$ cat config.mk
export PLATFORM = sky130hd
export DESIGN_NAME = pc_sequencer_flat
export DESIGN_NICKNAME = d
export VERILOG_FILES = /design/src/rtl/pc_sequencer_pkg.sv /design/src/rtl/pc_sequencer_if.sv /design/src/rtl/pc_sequencer_return_stack.sv /design/src/rtl/pc_sequencer.sv /design/src/flat_wrapper.sv
export SDC_FILE = /design/constraint.sdc
export NUM_CORES = 1
export LEC_CHECK = 0
export CORE_ASPECT_RATIO = 1.2
export CORE_MARGIN = 3
export CORE_UTILIZATION = 55
export DETAILED_ROUTE_END_ITERATION = 10
export PLACE_DENSITY = 0.79
export RECOVER_POWER = 50
export SLEW_MARGIN = 20
export SYNTH_ARGS = -nofsm -noshare
export SYNTH_HDL_FRONTEND = slang
export SYNTH_SLANG_ARGS = --single-unit
$ cat constraint.sdc
create_clock -name clk -period 3.7 [get_ports clk]
set_input_delay 0.925 -clock clk [delete_from_list [all_inputs] [get_ports clk]]
set_output_delay 0.925 -clock clk [all_outputs]
set_load 0.05 [all_outputs]
$ cat src/rtl/pc_sequencer_pkg.sv
// Shared encodings for the program-counter sequencer: next-PC selects,
// fault codes and the run/fault state.
package pc_seq_pkg;

  localparam logic [1:0] SEL_INC = 2'b00;
  localparam logic [1:0] SEL_BR  = 2'b01;
  localparam logic [1:0] SEL_JMP = 2'b10;

  typedef enum logic [1:0] {
    FLT_NONE = 2'b00,
    FLT_OVF  = 2'b01,
    FLT_UDF  = 2'b10
  } fault_code_e;

  typedef enum logic {
    S_RUN   = 1'b0,
    S_FAULT = 1'b1
  } seq_state_e;

endpackage

$ cat src/rtl/pc_sequencer_if.sv
// Controller <-> sequencer bus: control inputs in, PC and stack status out.
interface pc_sequencer_if #(
  parameter int PC_W   = 12,
  parameter int DISP_W = 8,
  parameter int DEPTH  = 8
);
  localparam int CNT_W = $clog2(DEPTH + 1);

  logic              en;
  logic [1:0]        next_sel;
  logic [PC_W-1:0]   target;
  logic [DISP_W-1:0] disp;
  logic              call;
  logic              ret;
  logic [PC_W-1:0]   pc;
  logic [CNT_W-1:0]  sp_count;
  logic              stack_empty;
  logic              stack_full;
  logic              fault;
  logic [1:0]        fault_code;

  modport master (
    output en, next_sel, target, disp, call, ret,
    input  pc, sp_count, stack_empty, stack_full, fault, fault_code
  );

  modport slave (
    input  en, next_sel, target, disp, call, ret,
    output pc, sp_count, stack_empty, stack_full, fault, fault_code
  );
endinterface

$ cat src/rtl/pc_sequencer_return_stack.sv
// LIFO of return addresses with occupancy count; push/pop/replace act on the
// rising edge, top reflects the pre-edge contents.
module return_stack #(
  parameter int W     = 12,
  parameter int DEPTH = 8,
  parameter int CNT_W = $clog2(DEPTH + 1)
) (
  input  logic             clk,
  input  logic             rst,
  input  logic             push,
  input  logic             pop,
  input  logic             replace,
  input  logic [W-1:0]     din,
  output logic [W-1:0]     top,
  output logic [CNT_W-1:0] count,
  output logic             full,
  output logic             empty
);
  localparam int IDX_W = $clog2(DEPTH);

  logic [W-1:0]     mem [DEPTH];
  logic [CNT_W-1:0] cnt;
  logic [IDX_W-1:0] topIdx;
  logic [IDX_W-1:0] pushIdx;

  assign topIdx  = IDX_W'(cnt - 1'b1);
  assign pushIdx = IDX_W'(cnt);
  assign full    = (cnt == CNT_W'(DEPTH));
  assign empty   = (cnt == '0);
  assign count   = cnt;
  assign top     = mem[topIdx];

  always_ff @(posedge clk) begin
    if (!rst)                  cnt <= '0;
    else if (push && !full)    cnt <= cnt + 1'b1;
    else if (pop && !empty)    cnt <= cnt - 1'b1;
  end

  // Entries carry no reset; only the count defines what is valid.
  always_ff @(posedge clk) begin
    if (rst && push && !full)          mem[pushIdx] <= din;
    else if (rst && replace && !empty) mem[topIdx]  <= din;
  end

endmodule

$ cat src/rtl/pc_sequencer.sv
// Program counter with relative/absolute next-PC select, return stack and a
// sticky overflow/underflow fault that freezes all state until reset.
module pc_sequencer
  import pc_seq_pkg::*;
#(
  parameter int              PC_W     = 12,
  parameter int              DISP_W   = 8,
  parameter int              DEPTH    = 8,
  parameter logic [PC_W-1:0] RESET_PC = '0
) (
  input logic           clk,
  input logic           rst,
  pc_sequencer_if.slave bus
);
  localparam int CNT_W = $clog2(DEPTH + 1);

  seq_state_e        state, stateNext;
  fault_code_e       code, codeNext;
  logic [PC_W-1:0]   pc, pcNext;
  logic [PC_W-1:0]   inc, br, seqNext;
  logic [PC_W-1:0]   top;
  logic [CNT_W-1:0]  count;
  logic              full, empty;
  logic              active, doCall, doRet, doSwap, ovf, udf;

  assign inc = pc + 1'b1;
  assign br  = inc + PC_W'($signed(bus.disp));

  always_comb begin
    seqNext = inc;
    case (bus.next_sel)
      SEL_BR:  seqNext = br;
      SEL_JMP: seqNext = bus.target;
      default: seqNext = inc;
    endcase
  end

  assign active = bus.en && (state == S_RUN);
  assign doCall = active && bus.call && !bus.ret && !full;
  assign doRet  = active && !bus.call && bus.ret && !empty;
  assign doSwap = active && bus.call && bus.ret && !empty;
  assign ovf    = active && bus.call && !bus.ret && full;
  assign udf    = active && bus.ret && empty;

  return_stack #(.W(PC_W), .DEPTH(DEPTH), .CNT_W(CNT_W)) u_stack (
    .clk     (clk),
    .rst     (rst),
    .push    (doCall),
    .pop     (doRet),
    .replace (doSwap),
    .din     (inc),
    .top     (top),
    .count   (count),
    .full    (full),
    .empty   (empty)
  );

  // Returns and swaps both take the old top; faults leave pc where it is.
  always_comb begin
    pcNext = pc;
    if (doRet || doSwap)            pcNext = top;
    else if (active && !ovf && !udf) pcNext = seqNext;
  end

  always_comb begin
    stateNext = state;
    codeNext  = code;
    if (state == S_RUN) begin
      if (ovf) begin
        stateNext = S_FAULT;
        codeNext  = FLT_OVF;
      end else if (udf) begin
        stateNext = S_FAULT;
        codeNext  = FLT_UDF;
      end
    end
  end

  always_ff @(posedge clk) begin
    if (!rst) begin
      pc    <= RESET_PC;
      state <= S_RUN;
      code  <= FLT_NONE;
    end else begin
      pc    <= pcNext;
      state <= stateNext;
      code  <= codeNext;
    end
  end

  assign bus.pc          = pc;
  assign bus.sp_count    = count;
  assign bus.stack_empty = empty;
  assign bus.stack_full  = full;
  assign bus.fault       = (state == S_FAULT);
  assign bus.fault_code  = code;

endmodule

$ cat src/flat_wrapper.sv
// flat-port wrapper written by rule: the top's interface ports become plain ports
module pc_sequencer_flat import pc_seq_pkg::*;
#(
  parameter int              PC_W     = 12,
  parameter int              DISP_W   = 8,
  parameter int              DEPTH    = 8,
  parameter logic [PC_W-1:0] RESET_PC = '0
)
  (clk, rst, bus_en, bus_next_sel, bus_target, bus_disp, bus_call, bus_ret, bus_pc, bus_sp_count, bus_stack_empty, bus_stack_full, bus_fault, bus_fault_code);
  pc_sequencer_if #(.PC_W(PC_W), .DISP_W(DISP_W), .DEPTH(DEPTH)) bus_i ();
  input logic clk;
  input logic rst;
  input wire logic [$bits(bus_i.en)-1:0] bus_en;
  input wire logic [$bits(bus_i.next_sel)-1:0] bus_next_sel;
  input wire logic [$bits(bus_i.target)-1:0] bus_target;
  input wire logic [$bits(bus_i.disp)-1:0] bus_disp;
  input wire logic [$bits(bus_i.call)-1:0] bus_call;
  input wire logic [$bits(bus_i.ret)-1:0] bus_ret;
  output wire logic [$bits(bus_i.pc)-1:0] bus_pc;
  output wire logic [$bits(bus_i.sp_count)-1:0] bus_sp_count;
  output wire logic [$bits(bus_i.stack_empty)-1:0] bus_stack_empty;
  output wire logic [$bits(bus_i.stack_full)-1:0] bus_stack_full;
  output wire logic [$bits(bus_i.fault)-1:0] bus_fault;
  output wire logic [$bits(bus_i.fault_code)-1:0] bus_fault_code;
  assign bus_i.en = bus_en;
  assign bus_i.next_sel = bus_next_sel;
  assign bus_i.target = bus_target;
  assign bus_i.disp = bus_disp;
  assign bus_i.call = bus_call;
  assign bus_i.ret = bus_ret;
  assign bus_pc = bus_i.pc;
  assign bus_sp_count = bus_i.sp_count;
  assign bus_stack_empty = bus_i.stack_empty;
  assign bus_stack_full = bus_i.stack_full;
  assign bus_fault = bus_i.fault;
  assign bus_fault_code = bus_i.fault_code;
  pc_sequencer #(.PC_W(PC_W), .DISP_W(DISP_W), .DEPTH(DEPTH), .RESET_PC(RESET_PC)) u_core (.clk(clk), .rst(rst), .bus(bus_i));
endmodule
# After elaboration in Yosys (flattened, before gate mapping)
# Memory sizes are Yosys's and may differ from the RTL's.
# Index checks and enable logic that the tools add are counted.
# op_classes
n_lt_le_gt_ge,0
addsub,4
multipliers,0
n_mux,18
div,0
shift,0
n_reduce_logical,33
eq_ne,3
n_bitwise,1
# op_table
op,n
two-way mux 12 bit,3
one-hot mux 12 bit (2 select lines),1
logical AND 1 bit,20
"adder 12 x 1 -> 12 bit, second input constant",1
adder 12 bit,1
OR reduction 12 bit,1
two-way mux 1 bit,9
two-way mux 4 bit,2
logical NOT 1 bit,6
nonzero test 2 bit,3
"adder 4 x 1 -> 4 bit, second input constant",1
"== test 4 bit, second input constant",1
logical NOT 4 bit,1
two-way mux 2 bit,2
"subtractor 4 x 1 -> 4 bit, second input constant",1
two-way mux 3 bit,1
"== test 2 x 1 -> 1 bit, second input constant",1
"== test 2 bit, second input constant",1
AND reduction 2 bit,1
logical OR 1 bit,1
NOT 1 bit,1
# totals
romBits,0
mem_count,1
regBits,19
out_inout_bits,21
latch_bits,0
ramBits,96
in_bits,27
elab_cells,64
# mem_list
name,depth,width,read_ports,rd_ports_with_merged_regs,write_ports,line_no,rtl
u_core.u_stack.mem,8,12,1,0,1,pc_sequencer_return_stack.sv:21,logic [W-1:0] mem [DEPTH];

# Logic depth before layout (Yosys ltp)
# Gate-level depths: netlist (run 1).
# depth
word_depth,12
depth_mapped,11
depth_no_buf,11

# Cells and area by module
# Synthesis (run 1) repeated with hierarchy kept, for this count alone.
# hier_totals
cells_unflattened,404
hier_area_um2,5714.2
# modules_own_cells
mod,cells_per_inst,n_inst,seq_area_each_um2,area_per_inst_um2
return_stack,213,1,2962.8,4136.5
pc_sequencer,191,1,300.3,1577.8

# Least setup slack after synthesis (run 1)
# No wires, ideal clock.
# synth_path
path_kind,reg2reg
startpoint,"reg u_core.u_stack.cnt[0], in the netlist u_core.u_stack.count[0]"
endpoint,"mem u_core.u_stack.mem[1][0], enable pin"
path_buffers,2
arrival_ns,3.211
path_stages_with_launch,10
t_required_ns,3.318
setup_time_ns,0.382
period_less_slack_ns,3.593
path_slack_ns,0.107
path_cell_list,dfxtp_1 clkbuf_1 inv_1 ha_1 buf_2 and3_1 nand4bb_1 nor2_1 o21ai_0 nor2b_1
# synth_via
word_cells_on_any_way,19
classes_between,add/sub (1); eq/ne (1); mux (7); reduce/logical (10)
# synth_lines
element,line_no,rtl
"start, declared",pc_sequencer_return_stack.sv:22,logic [CNT_W-1:0] cnt;
"start signal, assigned",pc_sequencer_return_stack.sv:35,else if (push && !full) cnt <= cnt + 1'b1;
"start signal, assigned",pc_sequencer_return_stack.sv:36,else if (pop && !empty) cnt <= cnt - 1'b1;
== test 4 bit *,pc_sequencer_return_stack.sv:28,assign full = (cnt == CNT_W'(DEPTH));
via bus_stack_full,flat_wrapper.sv:22,output wire logic [$bits(bus_i.stack_full)-1:0] bus_stack_full;
logical NOT 1 bit *,"pc_sequencer_return_stack.sv:41, pc_sequencer.sv:39",
logical AND 1 bit,pc_sequencer.sv:39,assign doCall = active && bus.call && !bus.ret && !full;
logical AND 1 bit,pc_sequencer_return_stack.sv:41,if (rst && push && !full) mem[pushIdx] <= din;
logical AND 1 bit *,pc_sequencer_return_stack.sv:41,
two-way mux 1 bit,pc_sequencer_return_stack.sv:41,
two-way mux 1 bit (not written as such),pc_sequencer_return_stack.sv:42,else if (rst && replace && !empty) mem[topIdx] <= din;
OR reduction 12 bit (no line),--,
two-way mux 3 bit (no line) or two-way mux 1 bit (tied branches),--,
"end, declared",pc_sequencer_return_stack.sv:21,
# The timed path passes the listed nets; every way through them passes the cells marked *.

# Final worst setup path (run 1)
# layout_path
startpoint,"reg u_core.u_stack.cnt[1], in the netlist u_core.u_stack.count[1]"
endpoint,out bus_stack_empty
# layout_via
elab_chain_cells,1
# layout_lines
element,line_no,rtl
logical NOT 4 bit,pc_sequencer_return_stack.sv:29,assign empty = (cnt == '0);
"end, declared",flat_wrapper.sv:21,output wire logic [$bits(bus_i.stack_empty)-1:0] bus_stack_empty;
# Every way passes these cells.

==> impl_metrics.toml, run 1 <==
[outcome]
outcome = "completed"

[floorplan]
std_cell_rows = 40
fp.dieH_um = 117
start_util_pct = 56.5
die_area_um2 = 11600
die_w_um = 98.8
coreArea_um2 = 10100
io_pins = 48

[setup_path]
cp-end-kind = "output port"
cp-start-kind = "flip-flop"
setup.worst_path.class = "flip-flop to output port"
rr_worst_depth = 12
cpLargestDelayFamily = "buffers and inverters"
r2r_end = "u_core.bus.pc[8]$_SDFFE_PN0P_"
cp_num_cells = 5
cp_slowest_stage_delay_ps = 800
crit_path_top_delay_cell = "clkdlybuf4s50_1"
rr_startpoint = "u_core.bus.pc[0]$_SDFFE_PN0P_"
cp_common_cell = "inv_1"
cp_cell_sequence = "inv_1 > ha_1 > or3b_1 > inv_1 > clkdlybuf4s50_1"
critPathMaxFanout = 8
worstPathRequired_ps = 2770
path_buf_inv = 3
cp_data_arrival_time_ps = 2550
r2r_setup_slack_ps = 290

[routing]
antenna_left = 0
drc = 0
wl_um = 15000
firstDrtPassIters = 5
via_per_inst = 6.40
vias = 4067
drtIter0Drc = 458
wl_per_cell_um = 23.7

[pwr]
power_frac_comb_pct = 17.7
clockPowerShare_pct = 43.0
swShare_pct = 28.2
pwr-share-seq_pct = 39.2
p_leak_nw = 2.52
vdd_ir_drop_max_mv = 0.310
power_density_nw_per_um2 = 544
power_w = 0.00378
cellInternalPower_w = 0.00271
power_switching_w = 0.00107

[sta]
finalSetupTns_ps = 0
period_minus_slack_ps = 3470
setup_viol = 0
tightestPinTransition_ps = 1040
timing.slew.headroom_pct = 30.4
timing.final.hold_violations = 0
finClkSkew_ps = 11.2
rsz0062_at_grt = "false"
fmax_mhz = 288
layout_setup_ws_ps = 226
finalMaxSlewViolations = 0
period_share_pct = 93.9

[logic_synthesis]
synth_compound_area_share_pct = 11.5
synth.distinct_cells = 63
synth_top_family_by_area = "multiplexers"
ys_seq_elements = 115
synth_edf_count = 96
syn_inst = 424
synthArstFlopShare_pct = 0
synthXorXnorAreaFrac_pct = 3.06
syn_nets = 471
syn_area_per_cell_um2 = 13.4
synth_area_um2 = 5690
synthMuxAreaShare_pct = 12.0
synth-simple-area-share_pct = 8.98
ys_seq_area_share_pct = 57.4
synthAdderAreaFrac_pct = 4.53
synthFlopType = "edfxtp_1"
ys_warn_count = 0

[final_layout]
final_nets = 544
antennaDiodeCount = 0
syn2layout_area_growth_pct = 22.2
layout.cells.non_filler = 635
register_area_um2 = 3260
multi_input_area_um2 = 2240
nFillCells = 712
layout-drive-gt1-share_pct = 15.9

[global_route]
grt_usage_pct = 27.2
grt_pass1_wl_um = 23400
antenna_found_initial = 0
grt_max_degree = 32
overflow = 0
grt_pass1_vias = 4105

[clock_tree]
h-tree-depth = 4
clk_pin_slew_ps = 60
cts_inserted_buffers = 17
postCtsResizedCells = 0
clkLatencyLatePin_ps = 410
cts_sinks = 115
postCtsHoldBufs = 0
cts_setup_buffers = 0
cts_tree = "yes"
cts.path.max_buffers = 2
clock-root-buffer = "clkbuf_16"

[placed_design]
dp_hpwl_um = 9940
gp_congestion = 0.877
dp_worst_setup_slack_ps = 131
placedCellCount = 604
io_buffers = 47

[min_path]
hold_path.class = "flip-flop to flip-flop"
hold_end = "u_core.bus.fault_code[1]$_SDFFE_PN0P_"
min_path_cells = 2
min_from = "u_core.bus.fault_code[1]$_SDFFE_PN0P_"

[run]
maxCapViolCount = 0
## kinds of logic (layout without fill, tap and decap cells)
logic type,after synthesis,after routing
fa+ha+maj,20,20
flops,115,115
mux,38,38
compound gates,99,99
simple gates,97,97
xor+xnor,19,19
buf+inv,36,121
## layer usage
layer | GRT usage, % | part of all wire, %
met5 | 0 | 0
met3 | 7.02 | 8.3
met1 | 35.3 | 38
met4 | 11.5 | 5.1
met2 | 43.2 | 49
## power groups by stage
| stage | clock [W] | sequential [W] | combinational (W) |
|---|---|---|---|
| finish | 0.00163 | 0.00148 | 0.000670 |
| global route | 0.00171 | 0.00148 | 0.000717 |
| CTS | 0.00165 | 0.00148 | 0.000682 |
| detailed placement | 0 | 0.00151 | 0.000674 |
| global placement | 0 | 0.00151 | 0.000662 |
| floorplan | 0 | 0.00158 | 0.000367 |
## synthesized netlist by cell type (all sizes together) (2+ instances only)
cell | instances | share of area (%)
o21bai | 2 | 0.26
a211o | 2 | 0.31
mux2i | 12 | 2.1
xnor2 | 10 | 1.5
and2 | 3 | 0.33
o211ai | 6 | 0.79
o21ai | 21 | 1.8
nor2 | 33 | 2.2
nand4 | 5 | 0.81
nor3 | 7 | 0.62
a221oi | 3 | 0.46
dfxtp | 19 | 6.7
o221a | 4 | 0.79
or2 | 2 | 0.22
a21oi | 31 | 2.7
nand3 | 9 | 0.88
inv | 15 | 0.99
ha | 19 | 4.2
mux4 | 24 | 9.5
nor2b | 4 | 0.44
edfxtp | 96 | 51
xor2 | 9 | 1.5
nand2 | 18 | 1.2
o31ai | 4 | 0.62
clkbuf | 14 | 0.92
a21o | 2 | 0.26
mux2 | 2 | 0.40
a2bb2oi | 2 | 0.31
nor4 | 3 | 0.59
a211oi | 7 | 0.92
o211a | 2 | 0.35
nand2b | 6 | 0.66
buf | 6 | 0.53
a22oi | 2 | 0.26
## state kept, by name, indices dropped and copies added (netlist names)
register	cells
u_core.bus.pc	12
u_core.u_stack.mem	96
u_core.bus.fault_code	2
u_core.u_stack.count	4
u_core.bus.fault	1
## placed cells by master, fill, tap and decap left out, drive strengths merged, types with 3 or more instances in the layout
| master | netlist | final |
|---|---|---|
| xor2 | 9 | 9 |
| o211ai | 6 | 6 |
| nor3 | 7 | 7 |
| and2 | 3 | 3 |
| ha | 19 | 19 |
| dfxtp | 19 | 19 |
| nor2b | 4 | 4 |
| xnor2 | 10 | 10 |
| nor2 | 33 | 33 |
| mux4 | 24 | 24 |
| clkinv | 1 | 5 |
| clkdlybuf4s50 | 0 | 33 |
| nand4 | 5 | 5 |
| nand2 | 18 | 18 |
| a221oi | 3 | 3 |
| edfxtp | 96 | 96 |
| o31ai | 4 | 4 |
| buf | 6 | 17 |
| o21ai | 21 | 21 |
| inv | 15 | 21 |
| dlygate4sd3 | 0 | 14 |
| a21oi | 31 | 31 |
| a211oi | 7 | 7 |
| clkbuf | 14 | 27 |
| nand2b | 6 | 6 |
| o221a | 4 | 4 |
| nor4 | 3 | 3 |
| nand3 | 9 | 9 |
| mux2i | 12 | 12 |
## worst max-delay path by stage
| stage | end | from |
|---|---|---|
| floorplan | u_core.u_stack.mem[1][0]$_DFFE_PP_ | u_core.u_stack.count[0]$_SDFFE_PN0P_ |
| global placement | u_core.u_stack.mem[5][2]$_DFFE_PP_ | bus_ret |
| detailed placement | u_core.u_stack.mem[5][6]$_DFFE_PP_ | bus_ret |
| CTS | bus_stack_empty | u_core.u_stack.count[1]$_SDFFE_PN0P_ |
| global route | u_core.bus.pc[8]$_SDFFE_PN0P_ | u_core.bus.pc[0]$_SDFFE_PN0P_ |
| finish | bus_stack_empty | u_core.u_stack.count[1]$_SDFFE_PN0P_ |
## cell type report
class | instances | area share (%)
timing repair buffer | 74 | 9.14
multi-input combinational | 273 | 32.2
sequential | 115 | 47.0
clock buffer | 17 | 6.12
clock inverter | 14 | 2.45
inverter | 16 | 0.864
tap | 126 | 2.27
## stage by stage
step	area, um^2	hold slack, ps	utilization (%)
6_report	6950	487	69.1
5_1_grt	6950	527	69.1
4_1_cts	7030	503	69.9
3_5_place_dp	6440	495	64.0
3_3_place_gp	6440	462	64.0
2_1_floorplan	5690	694	-
## worst min-delay path, delay by kind of cell, from the launching register on
| family | cells | cell delay (ps) |
|---|---|---|
| flops | 1 | 310 |
| simple gates | 1 | 70 |
| compound gates | 1 | 60 |
No activity file was read; power rests on OpenSTA's default activity.
==> run 2, diff against run 1 <==
ABC_CLOCK_PERIOD_IN_PS = 3700   (was not set)
==> results of run 2 <==
The final DEF is identical to that of run 1; final timing and power are the same.
==> run 3, diff against run 2 <==
ABC_CLOCK_PERIOD_IN_PS = 4300   (was 3700)
CORE_ASPECT_RATIO = not set   (was 1.2)
clock period = 4.3 ns   (was 3.7 ns; I/O delays follow)
==> run 3 against run 2 <==
Flip-flop and latch count unchanged. Via count decreased by 3.5%. Combinational power decreased by 19%. Non-clock buffer count decreased by 8. Total power decreased by 20%. Highest routed layer unchanged.
==> impl_metrics.toml, run 3 (synthesis gave the netlist of run 1 again) <==
[pwr]
swShare_pct = 28.4
p_leak_nw = 2.44
clockPowerShare_pct = 40.2
vdd_ir_drop_max_mv = 0.361
pwr-share-seq_pct = 42.1
power_switching_w = 0.000864
cellInternalPower_w = 0.00218
power_w = 0.00304
power_density_nw_per_um2 = 444
power_frac_comb_pct = 17.7

[global_route]
grt_usage_pct = 24.3
grt_pass1_wl_um = 21100
grt_max_degree = 32
antenna_found_initial = 0
overflow = 0
grt_pass1_vias = 4012

[routing]
firstDrtPassIters = 5
via_per_inst = 6.18
drtIter0Drc = 319
wl_per_cell_um = 20.7
drc = 0
vias = 3925
antenna_left = 0
wl_um = 13100

[setup_path]
cp_slowest_stage_delay_ps = 980
crit_path_top_delay_cell = "clkbuf_1"
cp_cell_sequence = "inv_1 > ha_1 > clkbuf_1 > nand4_1 > o21ai_1 > o2bb2ai_1 > nor2b_1 > buf_4"
critPathMaxFanout = 20
cp_data_arrival_time_ps = 3940
cp-end-kind = "flip-flop"
path_buf_inv = 3
worstPathRequired_ps = 4510
cpLargestDelayFamily = "buffers and inverters"
cp-start-kind = "flip-flop"
setup.worst_path.class = "flip-flop to flip-flop"

[sta]
finalMaxSlewViolations = 0
period_share_pct = 86.9
timing.slew.headroom_pct = 15.0
rsz0062_at_grt = "false"
tightestPinTransition_ps = 1280
finClkSkew_ps = 12.6
finalSetupTns_ps = 0
fmax_mhz = 268
period_minus_slack_ps = 3740
layout_setup_ws_ps = 565
setup_viol = 0
timing.final.hold_violations = 0

[final_layout]
finalInstanceArea_um2 = 6850
final_nets = 536
syn2layout_area_growth_pct = 20.5
layout-drive-gt1-share_pct = 14.9
max_flop_register = "u_core.u_stack.mem"
nFillCells = 698
antennaDiodeCount = 0
final_cell_mix = "edfxtp_1 (96), clkdlybuf4s50_1 (41), nor2_1 (33), a21oi_1 (31), mux4_2 (24)"
layout_commonest_cell = "edfxtp_1"
final_util_pct = 69.2
largest_reg_flops = 96

[clock_tree]
cts_setup_buffers = 0
cts_tree = "yes"
clock-root-buffer = "clkbuf_8"
clk_pin_slew_ps = 60
cts_sinks = 115
postCtsHoldBufs = 0
postCtsResizedCells = 0
h-tree-depth = 4
cts_inserted_buffers = 17
cts.path.max_buffers = 2
clkLatencyLatePin_ps = 520

[placed_design]
placed_cell_area_um2 = 6380
gp_congestion = 0.967
io_buffers = 47
dp_hpwl_um = 8730
dp_worst_setup_slack_ps = 809

[floorplan]
std_cell_rows = 36
fp.dieH_um = 108
coreArea_um2 = 9910
io_pins = 48
die_w_um = 108
die_area_um2 = 11600
start_util_pct = 57.4

[outcome]
outcome = "completed"

[min_path]
hold_path.class = "flip-flop to flip-flop"

[run]
maxCapViolCount = 0
run 3: path summary, 6_finish.rpt:
kind,cells past startpoint,start,slack (ps),to
setup reg to reg,8,u_core.u_stack.count[1]$_SDFFE_PN0P_,560,u_core.u_stack.mem[0][6]$_DFFE_PP_
hold / removal,2,u_core.bus.fault_code[1]$_SDFFE_PN0P_,470,u_core.bus.fault_code[1]$_SDFFE_PN0P_
setup / recovery,8,u_core.u_stack.count[1]$_SDFFE_PN0P_,560,u_core.u_stack.mem[0][6]$_DFFE_PP_
hold reg to reg,2,u_core.bus.fault_code[1]$_SDFFE_PN0P_,470,u_core.bus.fault_code[1]$_SDFFE_PN0P_
run 3: worst min-delay path: stages, from the launching register on:
cell and delay (ps):
dfxtp_1 310, nand2b_1 60, a21oi_1 50
run 3: final cells by class:
cell class / instances / area (um^2) / share of cell area, %
Clock buffer: 19 / 422 / 6.15
Timing Repair Buffer: 66 / 591 / 8.62
Tap cell: 133 / 166 / 2.43
Clock inverter: 13 / 100 / 1.46
Sequential cell: 115 / 3260 / 47.6
Multi-Input combinational cell: 273 / 2250 / 32.8
Inverter: 16 / 60.1 / 0.876
run 3: layer usage:
layer / global-route usage [%] / routed length, um
met5: 0 / 0
met4: 11.5 / 451
met1: 31.6 / 5250
met3: 5.22 / 806
met2: 39.1 / 6630
run 3: metrics by stage:
| stage | instances | hold WS [ps] |
|---|---|---|
| after CTS | 635 | 478 |
| after floorplan | 424 | 694 |
| after global placement | 603 | 462 |
| after global routing | 635 | 496 |
| final | 635 | 469 |
| after detailed placement | 603 | 470 |
run 3: power groups by stage:
stage / Clock (W) / Sequential, W / Combinational, W
floorplan: 0 / 0.00136 / 0.000316
global placement: 0 / 0.00130 / 0.000528
detailed placement: 0 / 0.00130 / 0.000540
CTS: 0.00124 / 0.00128 / 0.000547
global route: 0.00129 / 0.00128 / 0.000584
finish: 0.00122 / 0.00128 / 0.000540
